## config.mk

```make
export PLATFORM = sky130hd
export DESIGN_NAME = entropy_encode_ac_coefficients
export DESIGN_NICKNAME = d
export VERILOG_FILES = /design/src/rtl/prores_vlc_pkg.sv /design/src/rtl/vlc_codeword_gen.sv /design/src/rtl/entropy_encode_ac_coefficients.sv
export SDC_FILE = /design/constraint.sdc
export NUM_CORES = 1
export LEC_CHECK = 0
export ABC_AREA = 0
export BUFFER_PORTS_ARGS = -buffer_cell sky130_fd_sc_hd__clkbuf_2
export CAP_MARGIN = 10
export CORE_MARGIN = 3
export CORE_UTILIZATION = 35
export DETAILED_ROUTE_END_ITERATION = 16
export GPL_TIMING_DRIVEN = 0
export PLACE_DENSITY_LB_ADDON = 0.05
export SETUP_SLACK_MARGIN = 0.1
export SLEW_MARGIN = 25
export SYNTH_ARGS = -nofsm -noshare
export SYNTH_HDL_FRONTEND = slang
export SYNTH_SLANG_ARGS = --single-unit
```

## constraint.sdc

```tcl
create_clock -name clk -period 8.08 [get_ports clk]
set_input_delay 0.808 -clock clk [delete_from_list [all_inputs] [get_ports clk]]
set_output_delay 0.808 -clock clk [all_outputs]
set_load 0.01 [all_outputs]
```

## src/rtl/prores_vlc_pkg.sv

```systemverilog
// Shared definitions for the ProRes AC coefficient entropy encoder:
// default widths, adaptive codebook tables, codebook field extraction and FSM states.
package prores_vlc_pkg;

    localparam int unsigned COEFF_W_DEF = 20;
    localparam int unsigned CODE_W_DEF  = 48;
    localparam int unsigned LEN_W_DEF   = 6;
    localparam int unsigned RUN_W_DEF   = 12;

    localparam logic [3:0] PREV_RUN_INIT   = 4'd4;
    localparam logic [3:0] PREV_LEVEL_INIT = 4'd2;

    localparam logic [7:0] RUN_TO_CB [16] = '{
        8'h06, 8'h06, 8'h05, 8'h05, 8'h04, 8'h29, 8'h29, 8'h29,
        8'h29, 8'h28, 8'h28, 8'h28, 8'h28, 8'h28, 8'h28, 8'h4C
    };

    localparam logic [7:0] LEVEL_TO_CB [10] = '{
        8'h04, 8'h0A, 8'h05, 8'h06, 8'h04, 8'h28, 8'h28, 8'h28, 8'h28, 8'h4C
    };

    typedef enum logic [1:0] {
        ST_IDLE,
        ST_RUN,
        ST_LEVEL
    } enc_state_e;

    function automatic logic [2:0] cb_rice(input logic [7:0] cb);
        return cb[7:5];
    endfunction

    function automatic logic [2:0] cb_expo(input logic [7:0] cb);
        return cb[4:2];
    endfunction

    function automatic logic [1:0] cb_switch(input logic [7:0] cb);
        return cb[1:0];
    endfunction

endpackage

```

## src/rtl/vlc_codeword_gen.sv

```systemverilog
// Combinational adaptive Rice / exp-Golomb codeword generator.
// Output bits are right-aligned; leading zeros of the code are implied by the length.
module vlc_codeword_gen
    import prores_vlc_pkg::*;
#(
    parameter int unsigned VAL_W  = 21,
    parameter int unsigned CODE_W = 48,
    parameter int unsigned LEN_W  = 6
) (
    input  logic [7:0]        cb,
    input  logic [VAL_W-1:0]  value,
    output logic [CODE_W-1:0] bits,
    output logic [LEN_W-1:0]  len
);

    logic [2:0]       rice;
    logic [2:0]       expo;
    logic [1:0]       sw;
    logic [VAL_W+1:0] val_ext;
    logic [VAL_W+1:0] one_ext;
    logic [VAL_W+1:0] first;
    logic [VAL_W+1:0] rice_one;
    logic [VAL_W+1:0] v;
    int unsigned      e_u;
    int unsigned      q_u;

    always_comb begin
        rice     = cb_rice(cb);
        expo     = cb_expo(cb);
        sw       = cb_switch(cb);
        val_ext  = {2'b00, value};
        one_ext  = (VAL_W+2)'(1);
        first    = ({{VAL_W{1'b0}}, sw} + one_ext) << rice;
        rice_one = one_ext << rice;
        v        = '0;
        e_u      = 0;
        q_u      = 0;
        bits     = '0;
        len      = '0;
        if (val_ext < first) begin
            // Rice: unary quotient terminated by a 1, then rice remainder bits
            q_u  = 32'(val_ext >> rice);
            bits = CODE_W'(rice_one | (val_ext & (rice_one - one_ext)));
            len  = LEN_W'(q_u + 1 + 32'(rice));
        end else begin
            v = val_ext - first + (one_ext << expo);
            for (int unsigned i = 0; i < VAL_W + 2; i++) begin
                if (v[i]) begin
                    e_u = i;
                end
            end
            bits = CODE_W'(v);
            len  = LEN_W'(2 * e_u + 1 + 32'(sw) - 32'(expo));
        end
    end

endmodule

```

## src/rtl/entropy_encode_ac_coefficients.sv

```systemverilog
// AC coefficient entropy encoder: counts zero runs and emits a run codeword
// followed by a level+sign codeword for each nonzero coefficient.
module entropy_encode_ac_coefficients
    import prores_vlc_pkg::*;
#(
    parameter int unsigned COEFF_W = COEFF_W_DEF,
    parameter int unsigned CODE_W  = CODE_W_DEF,
    parameter int unsigned LEN_W   = LEN_W_DEF,
    parameter int unsigned RUN_W   = RUN_W_DEF
) (
    input  logic               clk,
    input  logic               reset_n,
    input  logic               slice_start,
    input  logic               in_valid,
    output logic               in_ready,
    input  logic [COEFF_W-1:0] in_coeff,
    output logic               out_valid,
    input  logic               out_ready,
    output logic [CODE_W-1:0]  out_bits,
    output logic [LEN_W-1:0]   out_len,
    output logic               out_is_level
);

    localparam int unsigned VAL_W = COEFF_W + 1;

    enc_state_e        state_q, state_d;
    logic [RUN_W-1:0]  run_q, run_d;
    logic [3:0]        prev_run_q, prev_run_d;
    logic [3:0]        prev_level_q, prev_level_d;
    logic [VAL_W-1:0]  abs_q, abs_d;
    logic              sign_q, sign_d;
    logic              in_ready_q, in_ready_d;
    logic              out_valid_q, out_valid_d;
    logic [CODE_W-1:0] out_bits_q, out_bits_d;
    logic [LEN_W-1:0]  out_len_q, out_len_d;
    logic              out_is_level_q, out_is_level_d;

    logic [RUN_W-1:0]  run_eff;
    logic [3:0]        prev_run_eff;
    logic [3:0]        prev_level_eff;
    logic [VAL_W-1:0]  coeff_ext;
    logic [VAL_W-1:0]  coeff_abs;
    logic [7:0]        gen_cb;
    logic [VAL_W-1:0]  gen_value;
    logic [CODE_W-1:0] gen_bits;
    logic [LEN_W-1:0]  gen_len;

    vlc_codeword_gen #(
        .VAL_W  (VAL_W),
        .CODE_W (CODE_W),
        .LEN_W  (LEN_W)
    ) u_gen (
        .cb    (gen_cb),
        .value (gen_value),
        .bits  (gen_bits),
        .len   (gen_len)
    );

    always_comb begin
        state_d        = state_q;
        run_d          = run_q;
        prev_run_d     = prev_run_q;
        prev_level_d   = prev_level_q;
        abs_d          = abs_q;
        sign_d         = sign_q;
        out_valid_d    = out_valid_q;
        out_bits_d     = out_bits_q;
        out_len_d      = out_len_q;
        out_is_level_d = out_is_level_q;

        // A slice start resets the adaptation context before the coefficient is processed
        run_eff        = slice_start ? '0 : run_q;
        prev_run_eff   = slice_start ? PREV_RUN_INIT : prev_run_q;
        prev_level_eff = slice_start ? PREV_LEVEL_INIT : prev_level_q;
        coeff_ext      = {in_coeff[COEFF_W-1], in_coeff};
        coeff_abs      = in_coeff[COEFF_W-1] ? (~coeff_ext + VAL_W'(1)) : coeff_ext;

        // The single generator serves the run code in IDLE and the level code otherwise
        if (state_q == ST_IDLE) begin
            gen_cb    = RUN_TO_CB[prev_run_eff];
            gen_value = VAL_W'(run_eff);
        end else begin
            gen_cb    = LEVEL_TO_CB[prev_level_q];
            gen_value = abs_q - VAL_W'(1);
        end

        case (state_q)
            ST_IDLE: begin
                if (in_valid && in_ready_q) begin
                    prev_run_d   = prev_run_eff;
                    prev_level_d = prev_level_eff;
                    if (coeff_abs == '0) begin
                        run_d = (run_eff == '1) ? run_eff : run_eff + RUN_W'(1);
                    end else begin
                        run_d          = run_eff;
                        abs_d          = coeff_abs;
                        sign_d         = in_coeff[COEFF_W-1];
                        out_bits_d     = gen_bits;
                        out_len_d      = gen_len;
                        out_is_level_d = 1'b0;
                        out_valid_d    = 1'b1;
                        state_d        = ST_RUN;
                    end
                end
            end
            ST_RUN: begin
                if (out_ready) begin
                    prev_run_d     = (run_q > RUN_W'(15)) ? 4'd15 : run_q[3:0];
                    run_d          = '0;
                    out_bits_d     = {gen_bits[CODE_W-2:0], sign_q};
                    out_len_d      = gen_len + LEN_W'(1);
                    out_is_level_d = 1'b1;
                    state_d        = ST_LEVEL;
                end
            end
            ST_LEVEL: begin
                if (out_ready) begin
                    prev_level_d = (abs_q > VAL_W'(9)) ? 4'd9 : abs_q[3:0];
                    out_valid_d  = 1'b0;
                    state_d      = ST_IDLE;
                end
            end
            default: begin
                state_d     = ST_IDLE;
                out_valid_d = 1'b0;
            end
        endcase

        in_ready_d = (state_d == ST_IDLE);
    end

    always_ff @(posedge clk or negedge reset_n) begin
        if (!reset_n) begin
            state_q        <= ST_IDLE;
            run_q          <= '0;
            prev_run_q     <= PREV_RUN_INIT;
            prev_level_q   <= PREV_LEVEL_INIT;
            abs_q          <= '0;
            sign_q         <= 1'b0;
            in_ready_q     <= 1'b0;
            out_valid_q    <= 1'b0;
            out_bits_q     <= '0;
            out_len_q      <= '0;
            out_is_level_q <= 1'b0;
        end else begin
            state_q        <= state_d;
            run_q          <= run_d;
            prev_run_q     <= prev_run_d;
            prev_level_q   <= prev_level_d;
            abs_q          <= abs_d;
            sign_q         <= sign_d;
            in_ready_q     <= in_ready_d;
            out_valid_q    <= out_valid_d;
            out_bits_q     <= out_bits_d;
            out_len_q      <= out_len_d;
            out_is_level_q <= out_is_level_d;
        end
    end

    assign in_ready     = in_ready_q;
    assign out_valid    = out_valid_q;
    assign out_bits     = out_bits_q;
    assign out_len      = out_len_q;
    assign out_is_level = out_is_level_q;

endmodule

```

==> results by group, run 1 <==
CTS
  – Root Driver: clkbuf_16
  – H-Tree Depth: 3
  – Clock buffer count from CTS: 9
  – Worst-path clk slew: about 0.07 ns
  – Post-CTS Setup Inserts: 0
  – Worst skew pair latency: 0.35 ns
  – CTS tree: yes
  – Max Buffers Root-to-Sink: 2
  – Sink Count: just under 80

Logic synthesis
  – Post-synthesis instance total: 1005
  – Synth async-reset ratio: 100%
  – Synth top area share: between 20% and 30%
  – #FFs+latches synth: 77
  – Synth top area cells: dfrtp_1, ha_1, o21ai_0
  – Post-synth EDFFs: 0
  – Synth warn: 0
  – Most used DFF post-synth: dfrtp_1
  – Mapped cell area: 0.00778 sq mm
  – Post-synth top area cell: dfrtp_1
  – Most frequent cells after synthesis: nand2_1, nor2_1, o21ai_0, dfrtp_1, inv_1
  – Mapped Avg Cell Area: around 7.7 sq um
  – Unique masters post-synth: 85
  – Sequential area share after synthesis: 24.8%

Timing
  – RSZ-0062 raised after global routing: false
  – Final setup fails: 0
  – Fin crit period: about 7.5 ns
  – Pin slew with the least headroom to its limit: roughly 0.87 ns
  – Final hold vios: 0
  – Final slew viol count: 0
  – Worst clock skew: 0.00676 ns
  – Fin crit share: between 90 and 100%
  – Slew HR: between 40% and 50%
  – Fmax: around 130 MHz

Route
  – Drt via density: ~5.4
  – Wirelength, routed: 23600 um
  – Mean routed wirelength per cell: roughly 17 um
  – DR vias: 7386
  – ANT nets after route: 0
  – Remaining DRCs: 0
  – First-pass DRT Iterations: 5
  – Number of DRC markers in iteration 0: roughly 470

Critical path
  – Critical path's top delay family: compound AO/OA/AOI/OAI gates
  – Type of element capturing the critical path: register
  – Buf/Inv on CP: 2
  – CP Max Fanout: 8
  – Worst path most repeated cell: ha_1
  – CP Class: register to register
  – Crit path DAT: between 7 and 8 ns
  – CP Launch Type: register
  – Slowest cell on crit path: or4b_2
  – CP Data Required Time: roughly 8.3 ns
  – Crit path largest cell delay: 0.66 ns
  – R2R Setup Slk: slightly below 0.6 ns

Floorplan
  – CORE AREA: approximately 0.021 sq mm
  – Initial Util: a little over a third
  – Number of top-level pins: between 80 and 90
  – Die height: 155 um
  – Die ar.: between 0.02 and 0.025 sq mm
  – Die W: 155 um
  – FP Rows: 53

Flow run
  – Maxcap violations: 0

Global route
  – Vias in the first global route: around 7000
  – Global-route wire length before repair: ~38000 um
  – Antenna violations before repair: 0
  – Grt total ovfl: 0
  – Largest net degree at the start of global routing: 78
  – GRT Resource Usage Total: between 10% and 20%

Final layout
  – Fraction of layout cells with a size suffix above 1: 13.5%
  – Antenna diodes: 0
  – Non-filler cells, final: between 1000 and 1500
  – Nets: approximately 1200
  – Layout area overhead: 13.2%

Place
  – # placed instances: around 1400
  – Final GP Congestion: approximately 0.85
  – Detailed-placement wirelength estimate: 18500 um
  – Port-buffer cells: 51

Outcome
  – Outcome: completed

Min path
  – HP Class: primary input to asynchronous set/reset pin
[state kept, by name (all words and copies together) (netlist names)]
register,cells
prev_level_q,4
run_q,12
state_q,2
out_is_level,1
out_len,6
sign_q,1
prev_run_q,4
out_valid,1
out_bits,24
in_ready,1
abs_q,21
[logic make-up (layout without fill, tap and decap cells)]
family                     after synthesis  count (layout)  synth area share, %
AOI/OAI and AO/OA                      298             298                 25.3
xor gates and xnor gates                60              60                 6.75
adders and majority gates               56              56                 9.49
buffers and inverters                  141             208                 8.30
DFF                                     77              77                 24.8
muxes                                   12              12                 1.61
other                                    2              26               0.0965
and+or+nand+nor                        359             359                 23.6
[worst register-to-register path, delay by kind of cell (launching register included)]
family,cells,cell delay [ns]
AOI/OAI and AO/OA,11,2.40
and+or+nand+nor,8,2.24
adders and majority gates,5,1.77
DFF,1,0.45
xor gates and xnor gates,2,0.37
buffers and inverters,2,0.13
[worst paths after layout]
kind	cells past startpoint	end	start
min in group clk	2	out_bits[23]	out_bits[23]
setup reg to reg	28	out_len[5]	prev_run_q[1]
hold reg to reg	2	out_bits[23]	out_bits[23]
hold / removal	1	out_len[5]	reset_n
setup / recovery	28	out_len[5]	prev_run_q[1]
max in group asynchronous	1	out_is_level	reset_n
[placed cells by master (no fill, tap or decap), drive strengths merged, types with 6 or more instances in the layout]
| cell | instances |
|---|---|
| or3 | 8 |
| a21oi | 61 |
| o31ai | 12 |
| or2 | 16 |
| and3 | 8 |
| nand2 | 90 |
| clkbuf | 92 |
| nand3 | 23 |
| nor3b | 6 |
| o21ai | 88 |
| conb | 26 |
| nand2b | 13 |
| o221ai | 6 |
| nor2b | 19 |
| a31oi | 8 |
| o21a | 11 |
| nor4 | 8 |
| mux2i | 8 |
| nand3b | 9 |
| ha | 51 |
| nand4 | 10 |
| inv | 72 |
| o22ai | 6 |
| and2 | 9 |
| nor2 | 91 |
| a211oi | 8 |
| xor2 | 31 |
| a22oi | 16 |
| or4 | 10 |
| buf | 38 |
| a21o | 11 |
| xnor2 | 29 |
| o211ai | 11 |
| nor3 | 27 |
| dfrtp | 75 |
[per-stage QoR]
stage	hold WS (ns)	TNS, ns	worst slack (ns)	util, %	area, sq um
6_report	0.472	0	0.577	41.1	8810
2_1_floorplan	0.481	0	1.23	-	7870
3_3_place_gp	0.462	-0.311	-0.228	39.6	8470
5_1_grt	0.504	0	0.116	41.1	8810
3_5_place_dp	0.471	-0.201	-0.178	39.6	8480
4_1_cts	0.484	0	0.123	41.0	8780
[area by class of cell]
| cell class | count | area [sq um] |
|---|---|---|
| fillers | 2286 | 12600 |
| repair buffers | 51 | 264 |
| clock buffers | 10 | 229 |
| multi-input cells | 811 | 5330 |
| well taps | 275 | 344 |
| clock inverters | 6 | 63.8 |
| inverters | 72 | 270 |
| plain buffers | 69 | 379 |
| flip-flops and latches | 77 | 1930 |
[timing repair]
action                                  4_1_cts  5_1_grt
gates resized for setup                       2       10
hold buffers                                  0        0
endpoints found under the setup margin        2        5
[routing by layer]
layer	global-route usage, %	vias to the layer above	wire length (um)
met5	0	-	0
met4	4.08	0	305
met3	2.45	18	864
met2	32.6	147	11000
met1	27.5	3461	11500
li1	-	3760	-
Power of run 1 is left out: the tool's default activity adds up to more than one toggle a clock period on the data nets, which glitch-free logic cannot reach.
==> inputs of run 2 (changes only) <==
--- a/config.mk
+++ b/config.mk
@@ -6,10 +6,14 @@
 export NUM_CORES = 1
 export LEC_CHECK = 0
 export ABC_AREA = 0
+export ABC_CLOCK_PERIOD_IN_PS = 8080
 export BUFFER_PORTS_ARGS = -buffer_cell sky130_fd_sc_hd__clkbuf_2
 export CAP_MARGIN = 10
+export CELL_PAD_IN_SITES_DETAIL_PLACEMENT = 0
+export CELL_PAD_IN_SITES_GLOBAL_PLACEMENT = 1
 export CORE_MARGIN = 3
 export CORE_UTILIZATION = 35
+export CTS_CLUSTER_SIZE = 24
 export DETAILED_ROUTE_END_ITERATION = 16
 export GPL_TIMING_DRIVEN = 0
 export PLACE_DENSITY_LB_ADDON = 0.05
==> run 2 against run 1 <==
  * Clock skew increased by 0.011 ns
  * Setup slack improved by 0.095 ns
  * Via count increased by 0.31%
  * Design area increased by 0.55%
  * Die area unchanged
  * Hold slack improved by 0.0019 ns
  * Sequential share of layout area decreased by 0.12 points
  * Critical path type unchanged
  * Sequential cell count unchanged
  * First-iteration DRC count increased by 5.3%
  * Global-route usage increased by 1.0 points
  * Cell count unchanged
  * Clock-buffer cell count decreased by 1
  * Largest cell class unchanged
==> results by group, run 2 (synthesized netlist as in run 1, its figures left out) <==
Outcome
  – Outcome: completed (unchanged)

Route
  – Remaining DRCs: 0 (unchanged)
  – Wirelength, routed: 24700 um (was 23600 um)
  – Mean routed wirelength per cell: 18.1 um (was 17.2 um)
  – Drt via density: 5.40 (was 5.39)
  – DR vias: 7409 (was 7386)
  – First-pass DRT Iterations: 5 (unchanged)
  – Number of DRC markers in iteration 0: 494 (was 469)
  – ANT nets after route: 0 (unchanged)

Floorplan
  – FP Rows: 53 (unchanged)
  – Number of top-level pins: 82 (unchanged)
  – Initial Util: 36.3% (unchanged)
  – Die ar.: 0.0241 sq mm (unchanged)
  – Die height: 155 um (unchanged)
  – CORE AREA: 0.0214 sq mm (unchanged)
  – Die W: 155 um (unchanged)

Critical path
  – Type of element capturing the critical path: register (unchanged)
  – Slowest cell on crit path: or4b_2 (unchanged)
  – Crit path DAT: 7.65 ns (was 7.74 ns)
  – CP Launch Type: register (unchanged)
  – CP Class: register to register (unchanged)
  – Crit path largest cell delay: 0.65 ns (was 0.66 ns)
  – CP Max Fanout: 8 (unchanged)
  – CP Data Required Time: 8.33 ns (was 8.32 ns)
  – Worst path most repeated cell: ha_1 (unchanged)

Timing
  – Fin crit period: 7.41 ns (was 7.50 ns)
  – Final slew viol count: 0 (unchanged)
  – Pin slew with the least headroom to its limit: 0.918 ns (was 0.865 ns)
  – Worst clock skew: 0.0179 ns (was 0.00676 ns)
  – RSZ-0062 raised after global routing: false (unchanged)
  – Fin crit share: 91.7% (was 92.9%)
  – Final hold vios: 0 (unchanged)
  – Final setup fails: 0 (unchanged)
  – Slew HR: 38.8% (was 42.3%)
  – Fmax: 135 MHz (was 133 MHz)

CTS
  – H-Tree Depth: 3 (unchanged)
  – Root Driver: clkbuf_16 (unchanged)
  – Clock buffer count from CTS: 9 (unchanged)
  – Sink Count: 77 (unchanged)
  – Worst-path clk slew: 0.08 ns (was 0.07 ns)
  – Max Buffers Root-to-Sink: 2 (unchanged)
  – CTS tree: yes (unchanged)
  – Worst skew pair latency: 0.36 ns (was 0.35 ns)

Final layout
  – Max reg flops: 24 (unchanged)
  – Post-Route Utilization: 41.4% (was 41.1%)
  – Fraction of layout cells with a size suffix above 1: 14.1% (was 13.5%)
  – FF/Latch Area: 0.00193 sq mm (unchanged)
  – Layout area overhead: 13.8% (was 13.2%)
  – Area of the multi-input gates: 0.00536 sq mm (was 0.00533 sq mm)
  – Nets: 1172 (unchanged)
  – Antenna diodes: 0 (unchanged)
  – Filler instances: 2307 (was 2286)
  – Most frequent cells in the layout: nand2_1, nor2_1, o21ai_0 (unchanged)
  – Leading cell type in the layout, fill and taps excluded: nand2_1 (unchanged)

Global route
  – Largest net degree at the start of global routing: 78 (unchanged)
  – Antenna violations before repair: 0 (unchanged)
  – GRT Resource Usage Total: 20.6% (was 19.6%)
  – Vias in the first global route: 7150 (was 7019)
  – Global-route wire length before repair: 39700 um (was 38000 um)
  – Grt total ovfl: 0 (unchanged)

Min path
  – HP Class: register to register (was primary input to asynchronous set/reset pin)

Flow run
  – Maxcap violations: 0 (unchanged)

Place
  – Final GP Congestion: 0.891 (was 0.852)
  – Port-buffer cells: 51 (unchanged)
  – Detailed-placement wirelength estimate: 19500 um (was 18500 um)
run 2: changes by cell type in the layout (fill, tap and decap cells not counted), sizes merged:
cell / before / now
inv: 72 / 77
clkinvlp: 2 / 0
clkinv: 3 / 1
clkbuf: 92 / 91
run 2: critical path: cells and delay by family (launching register included):
kind / cells / cell delay (ns)
buffers and inverters: 2 / 0.13
flip-flops: 1 / 0.46
AO/OA/AOI/OAI: 11 / 2.36
AND/OR/NAND/NOR: 8 / 2.27
adder cells (fa/ha/maj): 5 / 1.73
XOR/XNOR: 2 / 0.36
run 2: path summary, 6_finish.rpt:
kind	start	end	slack (ns)	depth (start not counted)
max reg2reg	prev_run_q[1]	out_len[5]	0.67	28
min	out_is_level	out_is_level	0.47	2
min reg2reg	out_is_level	out_is_level	0.47	2
min in group asynchronous	reset_n	out_len[2]	0.48	1
max in group asynchronous	reset_n	out_is_level	7.12	1
max	prev_run_q[1]	out_len[5]	0.67	28
run 2: per-layer routing:
metal | vias up | part of all wire [%] | global-route usage [%]
met1 | 3494 | 49 | 28.8
met4 | 0 | 2.5 | 6.48
met2 | 141 | 45 | 33.2
li1 | 3744 | - | -
met3 | 30 | 3.5 | 2.70
met5 | - | 0 | 0
run 2: layout make-up:
| class | instances | area share [%] |
|---|---|---|
| Multi-Input combinational cell | 811 | 60.5 |
| Sequential cell | 77 | 21.8 |
| Buffer | 69 | 4.29 |
| Tap cell | 275 | 3.88 |
| Inverter | 72 | 3.05 |
| Timing Repair Buffer | 51 | 2.98 |
| Clock buffer | 9 | 2.54 |
| Clock inverter | 7 | 0.960 |
run 2: per-stage QoR:
stage / setup WS, ns / instance area (sq um) / cells / hold slack [ns] / TNS, ns
floorplan: 1.23 / 7870 / 1029 / 0.481 / 0
global placement: -0.478 / 8470 / 1355 / 0.461 / -1.30
detailed placement: -0.468 / 8480 / 1355 / 0.464 / -1.17
CTS: 0.141 / 8820 / 1371 / 0.481 / 0
global route: 0.105 / 8860 / 1371 / 0.500 / 0
finish: 0.672 / 8860 / 1371 / 0.474 / 0
run 2: timing repair:
item / in CTS / in global routing
hold buffers: 0 / 0
endpoints found under the setup margin: 3 / 5
setup buffers: 0 / 0
resized for setup: 6 / 12
Power of run 2 is left out for the same reason.
==> inputs of run 3 (changes only) <==
--- a/config.mk
+++ b/config.mk
@@ -17,6 +17,7 @@
 export DETAILED_ROUTE_END_ITERATION = 16
 export GPL_TIMING_DRIVEN = 0
 export PLACE_DENSITY_LB_ADDON = 0.05
+export REMOVE_ABC_BUFFERS = 1
 export SETUP_SLACK_MARGIN = 0.1
 export SLEW_MARGIN = 25
 export SYNTH_ARGS = -nofsm -noshare
==> run 3 against run 2 <==
  * Design area down 2.9%
  * Register-to-register slack improved by 0.04 ns
  * Critical endpoint unchanged
  * Clock-buffer cell count up 1
  * Critical path type unchanged
  * Largest cell class unchanged
  * Sequential cell count did not move
  * Highest routed layer unchanged
  * Sequential share of layout area rose by 0.65 points
==> results by group, run 3 (synthesized netlist as in run 1, its figures left out) <==
Outcome
  – Outcome: completed (unchanged)

Global route
  – Vias in the first global route: 6928 (was 7150)
  – Global-route wire length before repair: 37300 um (was 39700 um)
  – M2 GR Usage: 31.6% (was 33.2%)
  – Grt total ovfl: 0 (unchanged)
  – GRT Resource Usage Total: 19.1% (was 20.6%)
  – GRT met1 Usage: 26.9% (was 28.8%)
  – Busiest grt layer: met2 (unchanged)
  – Antenna violations before repair: 0 (unchanged)
  – Largest net degree at the start of global routing: 78 (unchanged)
  – Met3 Resource Use GR: 2.03% (was 2.70%)

Route
  – ANT nets after route: 0 (unchanged)
  – Remaining DRCs: 0 (unchanged)
  – First-pass DRT Iterations: 5 (unchanged)
  – Number of DRC markers in iteration 0: 443 (was 494)
  – Drt via density: 5.50 (was 5.40)
  – Mean routed wirelength per cell: 17.3 um (was 18.1 um)
  – DR vias: 7221 (was 7409)
  – Wirelength, routed: 22700 um (was 24700 um)

CTS
  – Sink Count: 77 (unchanged)
  – H-Tree Depth: 3 (unchanged)
  – Worst skew pair latency: 0.35 ns (was 0.36 ns)
  – Root Driver: clkbuf_16 (unchanged)
  – CTS tree: yes (unchanged)
  – Worst-path clk slew: 0.07 ns (was 0.08 ns)
  – Max Buffers Root-to-Sink: 2 (unchanged)
  – Clock buffer count from CTS: 9 (unchanged)

Critical path
  – Buf/Inv on CP: 2 (unchanged)
  – CP Data Required Time: 8.29 ns (was 8.33 ns)
  – Critical path's top delay family: compound AO/OA/AOI/OAI gates (unchanged)
  – Slowest cell on crit path: or4b_2 (unchanged)
  – CP Class: register to register (unchanged)
  – Type of element capturing the critical path: register (unchanged)
  – Crit path DAT: 7.58 ns (was 7.65 ns)
  – CP Max Fanout: 8 (unchanged)
  – R2R Setup Slk: 0.71 ns (was 0.67 ns)
  – CP Launch Type: register (unchanged)
  – Crit path largest cell delay: 0.65 ns (about the same)
  – Worst path most repeated cell: ha_1 (unchanged)

Final layout
  – Max reg flops: 24 (unchanged)
  – Filler instances: 2320 (was 2307)
  – Fraction of layout cells with a size suffix above 1: 12.4% (was 14.1%)
  – Nets: 1115 (was 1172)
  – Area of the multi-input gates: 0.00539 sq mm (was 0.00536 sq mm)
  – Non-filler cells, final: 1314 (was 1371)
  – Most frequent cells in the layout: nand2_1, nor2_1, o21ai_0 (unchanged)
  – Leading cell type in the layout, fill and taps excluded: nand2_1 (unchanged)
  – Post-Route Utilization: 40.2% (was 41.4%)
  – Antenna diodes: 0 (unchanged)
  – FF/Latch Area: 0.00193 sq mm (unchanged)
  – Layout area overhead: 10.5% (was 13.8%)

Timing
  – Slew HR: 38.6% (was 38.8%)
  – Worst clock skew: 0.00941 ns (was 0.0179 ns)
  – Final setup fails: 0 (unchanged)
  – Worst hold margin: 0.470 ns (was 0.474 ns)
  – Final slew viol count: 0 (unchanged)
  – Fin crit share: 91.2% (was 91.7%)
  – Fmax: 136 MHz (was 135 MHz)
  – Fin crit period: 7.37 ns (was 7.41 ns)
  – Final hold vios: 0 (unchanged)
  – RSZ-0062 raised after global routing: false (unchanged)
  – Final Worst Setup Slack: 0.712 ns (was 0.672 ns)
  – Pin slew with the least headroom to its limit: 0.909 ns (was 0.918 ns)

Floorplan
  – Die height: 155 um (unchanged)
  – Number of top-level pins: 82 (unchanged)
  – Die ar.: 0.0241 sq mm (unchanged)
  – Die W: 155 um (unchanged)
  – Initial Util: 36.3% (unchanged)
  – FP Rows: 53 (unchanged)
  – CORE AREA: 0.0214 sq mm (unchanged)

Flow run
  – Maxcap violations: 0 (unchanged)

Place
  – Port-buffer cells: 57 (was 51)
  – Pre-CTS setup slack: -0.0318 ns (was -0.468 ns)
  – # placed instances: 1294 (was 1355)
  – Final GP Congestion: 0.803 (was 0.891)
  – Detailed-placement wirelength estimate: 17500 um (was 19500 um)

Min path
  – HP Class: primary input to asynchronous set/reset pin (was register to register)
run 3: changes by cell type in the layout (fill, tap and decap cells not counted), sizes merged:
cell	before	now
nor2	91	92
clkinvlp	0	2
clkinv	1	3
buf	38	5
inv	77	72
clkbuf	91	67
run 3: repair_timing:
item	CTS	global route
hold buffers	0	0
gates cloned	1	0
setup endpoints to repair	1	2
setup buffers	0	2
resized for setup	3	10
pin swaps	1	2
run 3: stage by stage:
step                TNS (ns)  cell area (sq um)
floorplan                  0               7500
global placement       -3.98               8130
detailed placement   -0.0318               8210
CTS                        0               8520
global route               0               8600
finish                     0               8600
run 3: final timing paths:
kind,startpoint,to,depth (start not counted)
max in group asynchronous,reset_n,abs_q[10],1
hold / removal,reset_n,out_len[0],1
setup / recovery,prev_run_q[1],out_len[5],29
hold reg to reg,out_bits[13],out_bits[13],2
setup reg to reg,prev_run_q[1],out_len[5],29
min in group clk,out_bits[13],out_bits[13],2
run 3: cell type report:
type	count	area share (%)
Tap cell	275	4.00
Multi-Input combinational cell	812	62.6
Clock buffer	10	2.66
Sequential cell	77	22.4
Clock inverter	6	0.742
Inverter	72	3.14
Timing Repair Buffer	62	4.41
run 3: metal layers:
layer / vias to the layer above / part of all wire [%] / routed length, um
met2: 120 / 46 / 10500
met3: 15 / 2.9 / 655
met1: 3439 / 50 / 11200
met5: - / 0 / 0
li1: 3647 / - / -
met4: 0 / 1.1 / 239
Power of run 3 is left out for the same reason.
